<file path="src/rtl/cc_pkg.sv">
// Shared constants and the fill FSM state type for the critical-word fill packer.
package cc_pkg;
  localparam int LINE_W   = 512;
  localparam int BEAT_W   = 64;
  localparam int BEATS    = 8;
  localparam int OFFSET_W = 6;
  localparam int FIFO_W   = OFFSET_W + LINE_W;  // 518
  localparam int CNT_W    = 3;

  typedef enum logic [1:0] {
    ST_IDLE = 2'd0,
    ST_FILL = 2'd1,
    ST_PUSH = 2'd2
  } fill_state_e;
endpackage

</file>
<file path="src/rtl/cc_fill_packer.sv">
// cc_fill_packer: assembles a cache line either from an 8-beat memory burst
// (miss) or from a full-line hit read, and pushes {offset, line} into the
// read-data FIFO. The offset is carried through untouched; critical-word
// rotation happens downstream.
//
// Ports
//   clk, rst_n            clock, synchronous active-low reset
//   miss_valid_i/offset_i miss request; miss_ready_o accepts it (IDLE only)
//   mem_rdata_i/rvalid_i  read-data beats, word 0 first; mem_rready_o in FILL
//   mem_rlast_i           burst end marker, checked against the beat count
//   hit_valid_i/data_i    full line from the data array; hit_ready_o accepts
//   hit_offset_i            it in IDLE when no miss is pending
//   fifo_full_i           FIFO backpressure
//   fifo_wren_o/wdata_o   registered FIFO push, wdata = {offset, line}
//   err_o                 sticky burst-protocol error
module cc_fill_packer
  import cc_pkg::*;
(
  input  logic                clk,
  input  logic                rst_n,
  input  logic                miss_valid_i,
  input  logic [OFFSET_W-1:0] miss_offset_i,
  output logic                miss_ready_o,
  input  logic [BEAT_W-1:0]   mem_rdata_i,
  input  logic                mem_rvalid_i,
  input  logic                mem_rlast_i,
  output logic                mem_rready_o,
  input  logic                hit_valid_i,
  input  logic [LINE_W-1:0]   hit_data_i,
  input  logic [OFFSET_W-1:0] hit_offset_i,
  output logic                hit_ready_o,
  input  logic                fifo_full_i,
  output logic                fifo_wren_o,
  output logic [FIFO_W-1:0]   fifo_wdata_o,
  output logic                err_o
);

  fill_state_e state_q, state_d;

  // Line storage doubles as the FIFO write-data register, so wdata is
  // registered by construction and cannot change while PUSH holds.
  // Word k lives in element BEATS-1-k so word 0 lands in the top 64 bits.
  logic [BEATS-1:0][BEAT_W-1:0] line_q;
  logic [OFFSET_W-1:0]          off_q;
  logic [CNT_W-1:0]             cnt_q;
  logic                         wren_q, wren_d;
  logic                         err_q;

  logic miss_acc, hit_acc, beat_acc, last_beat, rlast_bad;
  logic [CNT_W-1:0] widx;

  assign miss_acc  = (state_q == ST_IDLE) && miss_valid_i;
  assign hit_acc   = (state_q == ST_IDLE) && !miss_valid_i && hit_valid_i;
  assign beat_acc  = (state_q == ST_FILL) && mem_rvalid_i;
  assign last_beat = (cnt_q == CNT_W'(BEATS - 1));
  assign rlast_bad = last_beat ? !mem_rlast_i : mem_rlast_i;
  assign widx      = CNT_W'(BEATS - 1) - cnt_q;

  // State register
  always_ff @(posedge clk) begin
    if (!rst_n) state_q <= ST_IDLE;
    else        state_q <= state_d;
  end

  // Next state
  always_comb begin
    state_d = state_q;
    case (state_q)
      ST_IDLE: begin
        if (miss_valid_i)     state_d = ST_FILL;
        else if (hit_valid_i) state_d = ST_PUSH;
      end
      // Beat 7 ends the fill whatever rlast says; rlast only feeds err.
      ST_FILL: if (beat_acc && last_beat) state_d = ST_PUSH;
      ST_PUSH: if (wren_q) state_d = ST_IDLE;
      default: state_d = ST_IDLE;
    endcase
  end

  // Ready decode
  always_comb begin
    miss_ready_o = 1'b0;
    hit_ready_o  = 1'b0;
    mem_rready_o = 1'b0;
    case (state_q)
      ST_IDLE: begin
        miss_ready_o = 1'b1;
        hit_ready_o  = !miss_valid_i;
      end
      ST_FILL: mem_rready_o = 1'b1;
      default: ;
    endcase
  end

  // The write strobe is registered, so the full flag is looked at one cycle
  // ahead: the strobe is armed on the cycle that completes the line (or on a
  // stalled PUSH cycle) whenever the FIFO is not full at that point.
  always_comb begin
    wren_d = 1'b0;
    if (hit_acc || (beat_acc && last_beat) || (state_q == ST_PUSH && !wren_q))
      wren_d = !fifo_full_i;
  end

  always_ff @(posedge clk) begin
    if (!rst_n) begin
      line_q <= '0;
      off_q  <= '0;
      cnt_q  <= '0;
      wren_q <= 1'b0;
      err_q  <= 1'b0;
    end else begin
      wren_q <= wren_d;
      if (miss_acc) begin
        off_q <= miss_offset_i;
        cnt_q <= '0;
      end else if (hit_acc) begin
        off_q  <= hit_offset_i;
        line_q <= hit_data_i;
      end
      if (beat_acc) begin
        line_q[widx] <= mem_rdata_i;
        cnt_q        <= cnt_q + CNT_W'(1);
        if (rlast_bad) err_q <= 1'b1;
      end
    end
  end

  assign fifo_wren_o  = wren_q;
  assign fifo_wdata_o = {off_q, line_q};
  assign err_o        = err_q;

endmodule

</file>
<file path="config.mk">
export PLATFORM = sky130hd
export DESIGN_NAME = cc_fill_packer
export DESIGN_NICKNAME = d
export VERILOG_FILES = /design/src/rtl/cc_pkg.sv /design/src/rtl/cc_fill_packer.sv
export SDC_FILE = /design/constraint.sdc
export NUM_CORES = 1
export LEC_CHECK = 0
export ABC_AREA = 1
export CAP_MARGIN = 25
export CORE_AREA = 5 5 435 437
export DETAILED_ROUTE_END_ITERATION = 6
export DIE_AREA = 0 0 440 442
export SYNTH_ARGS = -nofsm -noshare
export SYNTH_HDL_FRONTEND = slang
export SYNTH_SLANG_ARGS = --single-unit
</file>
<file path="constraint.sdc">
create_clock -name clk -period 1.6 [get_ports clk]
set_input_delay 0.48 -clock clk [delete_from_list [all_inputs] [get_ports clk]]
set_output_delay 0.48 -clock clk [all_outputs]
set_load 0.02 [all_outputs]
</file>
* Word-level counts from Yosys, hierarchy flattened
Cells that the tools add are included.
** Storage, ports and cells
- Bits in registers :: 525
- Output and inout port bits :: 523
- Logic and storage cells :: 62
** Cells by class
- Add/subtract/negate cells :: 2
- Order comparisons :: 2
- Equality and inequality tests :: 6
- Muxes and demuxes :: 20
- Reductions and logical operators :: 19
** Operators by type and width (count)
- $mux W512 :: 4
- $bwmux W512 :: 1
- $demux W64 S3 :: 1
- $mux W64 :: 1
- $mux W6 :: 2
- $mux W2 :: 4
- $logic_and A1 B1 Y1 :: 7
- $mux W3 :: 2
- $pmux W2 S3 :: 1
- $logic_not A1 Y1 :: 4
- $lt A3 B4 Y1 const B :: 1
- $mux W1 :: 4
- $reduce_and A2 Y1 :: 2
- $reduce_bool A2 Y1 :: 2
- $add A3 B1 Y3 const B :: 1
- $eq A3 B3 Y1 const B :: 1
- $ge A3 B1 Y1 const B :: 1
- $ne A3 B3 Y1 const B :: 1
- $reduce_and A3 Y1 :: 1
- $sub A3 B3 Y3 const A :: 1
- $eq A2 B1 Y1 const B :: 1
- $eq A2 B2 Y1 const B :: 1
- $logic_not A2 Y1 :: 1
- $logic_or A1 B1 Y1 :: 2
- 2 further kinds :: 2

* Logic depth before layout (Yosys ltp)
- Depth in word-level cells :: 8
- Depth in mapped cells :: 9
- Gate-level depth less buffers :: 7

* Worst setup path before layout
Ideal clock, no wire load.
- Path type :: input to register
- Start point :: in hit_valid_i
- End point :: reg line_q, in the netlist fifo_wdata_o[7]
- Setup time :: 0.064 ns
- Arrival time :: 1.548 ns
- Setup slack :: -0.012 ns
- Stages :: 7
- Cell sequence :: clkbuf_1 > clkbuf_1 > clkbuf_1 > nand4_1 > nand2_1 > nor2_1 > nor2_1
** Between the ends
- Word-level cells in the longest chain between the ends :: 6
** Ends and longest elaborated chain
- start, declared :: line cc_fill_packer.sv:28 : input logic hit_valid_i,
- $logic_and A1 B1 Y1 * :: line cc_fill_packer.sv:53 : assign hit_acc = (state_q == ST_IDLE) && !miss_valid_i && hit_valid_i;
- $mux W512 * :: line cc_fill_packer.sv:116 : end else if (hit_acc) begin
- $mux W512 * :: line cc_fill_packer.sv:113 : if (miss_acc) begin
- $mux W512 * :: line cc_fill_packer.sv:105 : if (!rst_n) begin
- $bwmux W512 :: line cc_fill_packer.sv:121 : line_q[widx] <= mem_rdata_i;
- $mux W512 * :: line cc_fill_packer.sv:120 : if (beat_acc) begin
- end signal, assigned :: line cc_fill_packer.sv:118 : line_q <= hit_data_i;
- end signal, assigned by index :: line cc_fill_packer.sv:121
- end, declared :: line cc_fill_packer.sv:43 : logic [BEATS-1:0][BEAT_W-1:0] line_q;
Every way passes the cells marked *; elsewhere a longest branch is shown, timed or not. The select of a mux whose other input is x is not followed.
A chain may end at the register's enable or synchronous reset.

* Final worst setup path
- Start point :: reg state_q[1]
- End point :: out mem_rready_o
** Between the ends
- Word-level cells in the longest chain between the ends :: 2
** Ends and longest elaborated chain
- start, declared :: line cc_fill_packer.sv:38 : fill_state_e state_q, state_d;
- start signal, assigned :: line cc_fill_packer.sv:62 : else state_q <= state_d;
- $eq A2 B1 Y1 :: line cc_fill_packer.sv:85 : case (state_q)
- $mux W1 :: line cc_fill_packer.sv:85
- end, declared :: line cc_fill_packer.sv:27 : output logic mem_rready_o,
No other way between the ends.

==> impl_metrics.py <==
metrics = {
    "status": {
        "status": "complete, but fails checks",
        "violations": "negative setup slack",
    },
    "clock_tree": {
        "htree_levels": 3,
        "cts_buffer_depth": 3,
        "cts_hold_buf": 0,
        "numCtsBuffers": 74,
        "clock-sinks": 525,
        "clk_latency_ns": 0.73,
        "cts_root_buf": "clkbuf_16",
        "cts_tree": "done",
        "clkTransAtPathRegs_ns": 0.06,
    },
    "critical_path": {
        "arrival_ns": 1.60,
        "worstSetupPathType": "register to primary output",
        "cp_max_fo": 2,
        "crit_required_ns": 1.12,
        "startpoint_type": "register",
        "crit_path_end_kind": "primary output",
    },
    "drt": {
        "vias": 40310,
        "dr.pass1.iters": 6,
        "final_antenna_net_count": 0,
        "drt_iter0_drc": 4495,
        "viasPerCell": 4.662,
        "drc_errors": 0,
        "routedWlPerCell_um": 30.09,
        "drt_wl_total_um": 260100,
    },
    "power": {
        "ir_worst_vdd_v": 0.0007143,
        "p_seq_share_pct": 31.2,
        "p_leak_nw": 25.20,
        "clkPwrFrac_pct": 38.5,
        "p_comb_share_pct": 30.3,
        "switching_power_mw": 15.71,
        "swShare_pct": 33.33,
        "internal_power_mw": 31.42,
        "power.density_mw_per_mm2": 840.2,
        "total_power_mw": 47.13,
    },
    "place": {
        "port_buffers": 1117,
        "postPlaceCellArea_mm2": 0.04786,
        "place.gp.congestion": 1.010,
        "dpl.cell_count": 8283,
        "dp_hpwl_um": 186300,
    },
    "logic_synthesis": {
        "syn_inst": 4714,
        "async_flop_share_pct": 0,
        "ys_ff_latch": 525,
        "synth_flop_cell": "dfxtp_1",
        "syn_area_per_cell_um2": 6.045,
        "syn-cell-area_mm2": 0.02850,
        "ys_seq_area_share_pct": 36.88,
        "syn-num-nets": 5311,
        "yosysMostFrequentCell": "nand2_1",
        "synth.area.top_cells": "dfxtp_1, nand2_1, nor2_1, nand4_1, nand3_1",
        "synth-edff-count": 0,
        "synth_common_cells": "nand2_1, nor2_1, dfxtp_1",
        "synthDistinctLibCells": 18,
        "netlist.area_leader.share_pct": 36.88,
        "yosys_warnings": 0,
        "yosysTopAreaCell": "dfxtp_1",
    },
    "grt": {
        "gr-total-overflow": 0,
        "track_usage_pct": 23.90,
        "grt_pass1_wl_um": 323600,
        "antenna_found_initial": 95,
        "grt_max_degree": 62,
        "grt_pass1_vias": 37310,
    },
    "finish": {
        "nets": 6668,
        "fill_cells": 19750,
        "multi_input_area_mm2": 0.01606,
        "drive_gt1_share_pct": 28.36,
        "syn_to_final_growth_pct": 96.84,
        "final_area_mm2": 0.05609,
        "regArea_mm2": 0.01115,
        "fin_cells": 8646,
    },
    "sta": {
        "tightestPinTransition_ns": 0.4139,
        "finalSetupViolations": 1047,
        "fin_crit_sh_pct": 129.8,
        "relSlewSlack_pct": 72.41,
        "finClkSkew_ns": 0.04496,
        "rsz0062_at_grt": "yes",
        "maxClockFrequency_ghz": 0.4814,
        "finalHoldViolations": 0,
        "slew_violations": 0,
        "period_minus_slack_ns": 2.077,
        "setup_ws_ns": -0.4773,
    },
    "flow_run": {
        "drv_cap": 0,
    },
    "floorplanning": {
        "die_area_mm2": 0.1945,
        "rows": 158,
        "start_util_pct": 15.43,
        "die_h_um": 442,
        "ios": 1118,
        "die_x_um": 440,
        "core_mm2": 0.1846,
    },
    "min_path": {
        "hold_path.class": "input pin to register",
    },
}
-- timing repair --
| action | 4_1_cts | 5_1_grt |
|---|---|---|
| gates resized for setup | 2909 | 173 |
| cloned | 40 | 63 |
| pin swaps | 26 | 67 |
| setup buffers | 53 | 45 |
| setup endpoints to repair | 1032 | 1047 |
-- final timing paths --
path	startpoint	end	slack (ns)	depth (start not counted)
worst max register to register	state_q[0]	fifo_wdata_o[469]	-0.44	11
worst min-delay path	rst_n	fifo_wdata_o[388]	0.13	3
worst min register to register	cnt_q[2]	cnt_q[2]	0.55	2
worst max-delay path	state_q[1]	mem_rready_o	-0.48	6
-- cells by family after synthesis --
kind of cell / synth area share (%)
flip-flops: 36.88
buffers and inverters: 7.952
AND/OR/NAND/NOR: 54.94
XOR/XNOR: 0.03074
adder cells (fa/ha/maj): 0.08780
AO/OA/AOI/OAI: 0.1053
-- power by group through the flow --
| stage | clock network, mW | registers [mW] | logic [mW] |
|---|---|---|---|
| 5_1_grt | 19.0 | 14.7 | 14.9 |
| 6_report | 18.2 | 14.7 | 14.3 |
| 2_1_floorplan | 0 | 15.4 | 3.64 |
| 3_5_place_dp | 0 | 14.8 | 11.8 |
| 4_1_cts | 18.5 | 14.7 | 13.0 |
| 3_3_place_gp | 0 | 14.8 | 11.8 |
-- per-stage QoR --
step	util, %	worst slack, ns	hold slack (ns)	TNS [ns]
after global routing	30.36	-0.5476	0.09550	-259.43
after detailed placement	25.92	-0.8733	0.4771	-398.65
after CTS	28.98	-0.5734	0.02356	-251.46
after floorplan	-	0.00002331	0.5000	0
final	30.38	-0.4773	0.1251	-188.41
after global placement	25.92	-0.8689	0.4579	-396.45
-- sequential cells by signal, summed over array words and instances (netlist names) --
signal	count
cnt_q	3
fifo_wdata_o	512
fifo_wren_o	1
state_q	2
err_o	1
off_q	6
-- cell usage in the layout, fill, tap and decap left out, types with 38 or more instances in the layout --
master           synthesis  layout
dfxtp_2                  0     347
nand4_1                518     518
inv_1                   86      78
buf_6                    0     396
diode_2                  0      38
dfxtp_4                  0      55
dfxtp_1                525     123
nand3_1                460     457
buf_4                   36     243
nand2_1               1633    1589
clkbuf_16                0     122
buf_16                   0      64
nor2_1                1031    1016
buf_12                   0     357
clkdlybuf4s50_1          0     592
-- worst max-delay path, cell delays in order, from the launching register on --
cell and delay (ns):
dfxtp_2 0.36, inv_2 0.05, buf_6 0.12, buf_6 0.11, nand2_4 0.07, inv_8 0.05
buf_12 0.13
-- per-layer routing --
layer / global-route usage (%) / vias up / wire length, um
li1: - / 18120 / -
met1: 28.78 / 19300 / 102500
met2: 38.33 / 2322 / 117000
met3: 5.681 / 529 / 22350
met4: 14.76 / 44 / 18040
met5: 0 / - / 291
-- layout make-up --
cell class	instances	share of cell area [%]
Timing Repair Buffer	1724	40.57
Multi-Input combinational cell	3659	28.62
Sequential cell	525	19.88
Tap cell	2480	5.532
Clock buffer	105	3.962
Inverter	87	0.6469
Clock inverter	28	0.6223
Antenna cell	38	0.1695
Note: power is estimated with default switching activity, not from simulation.
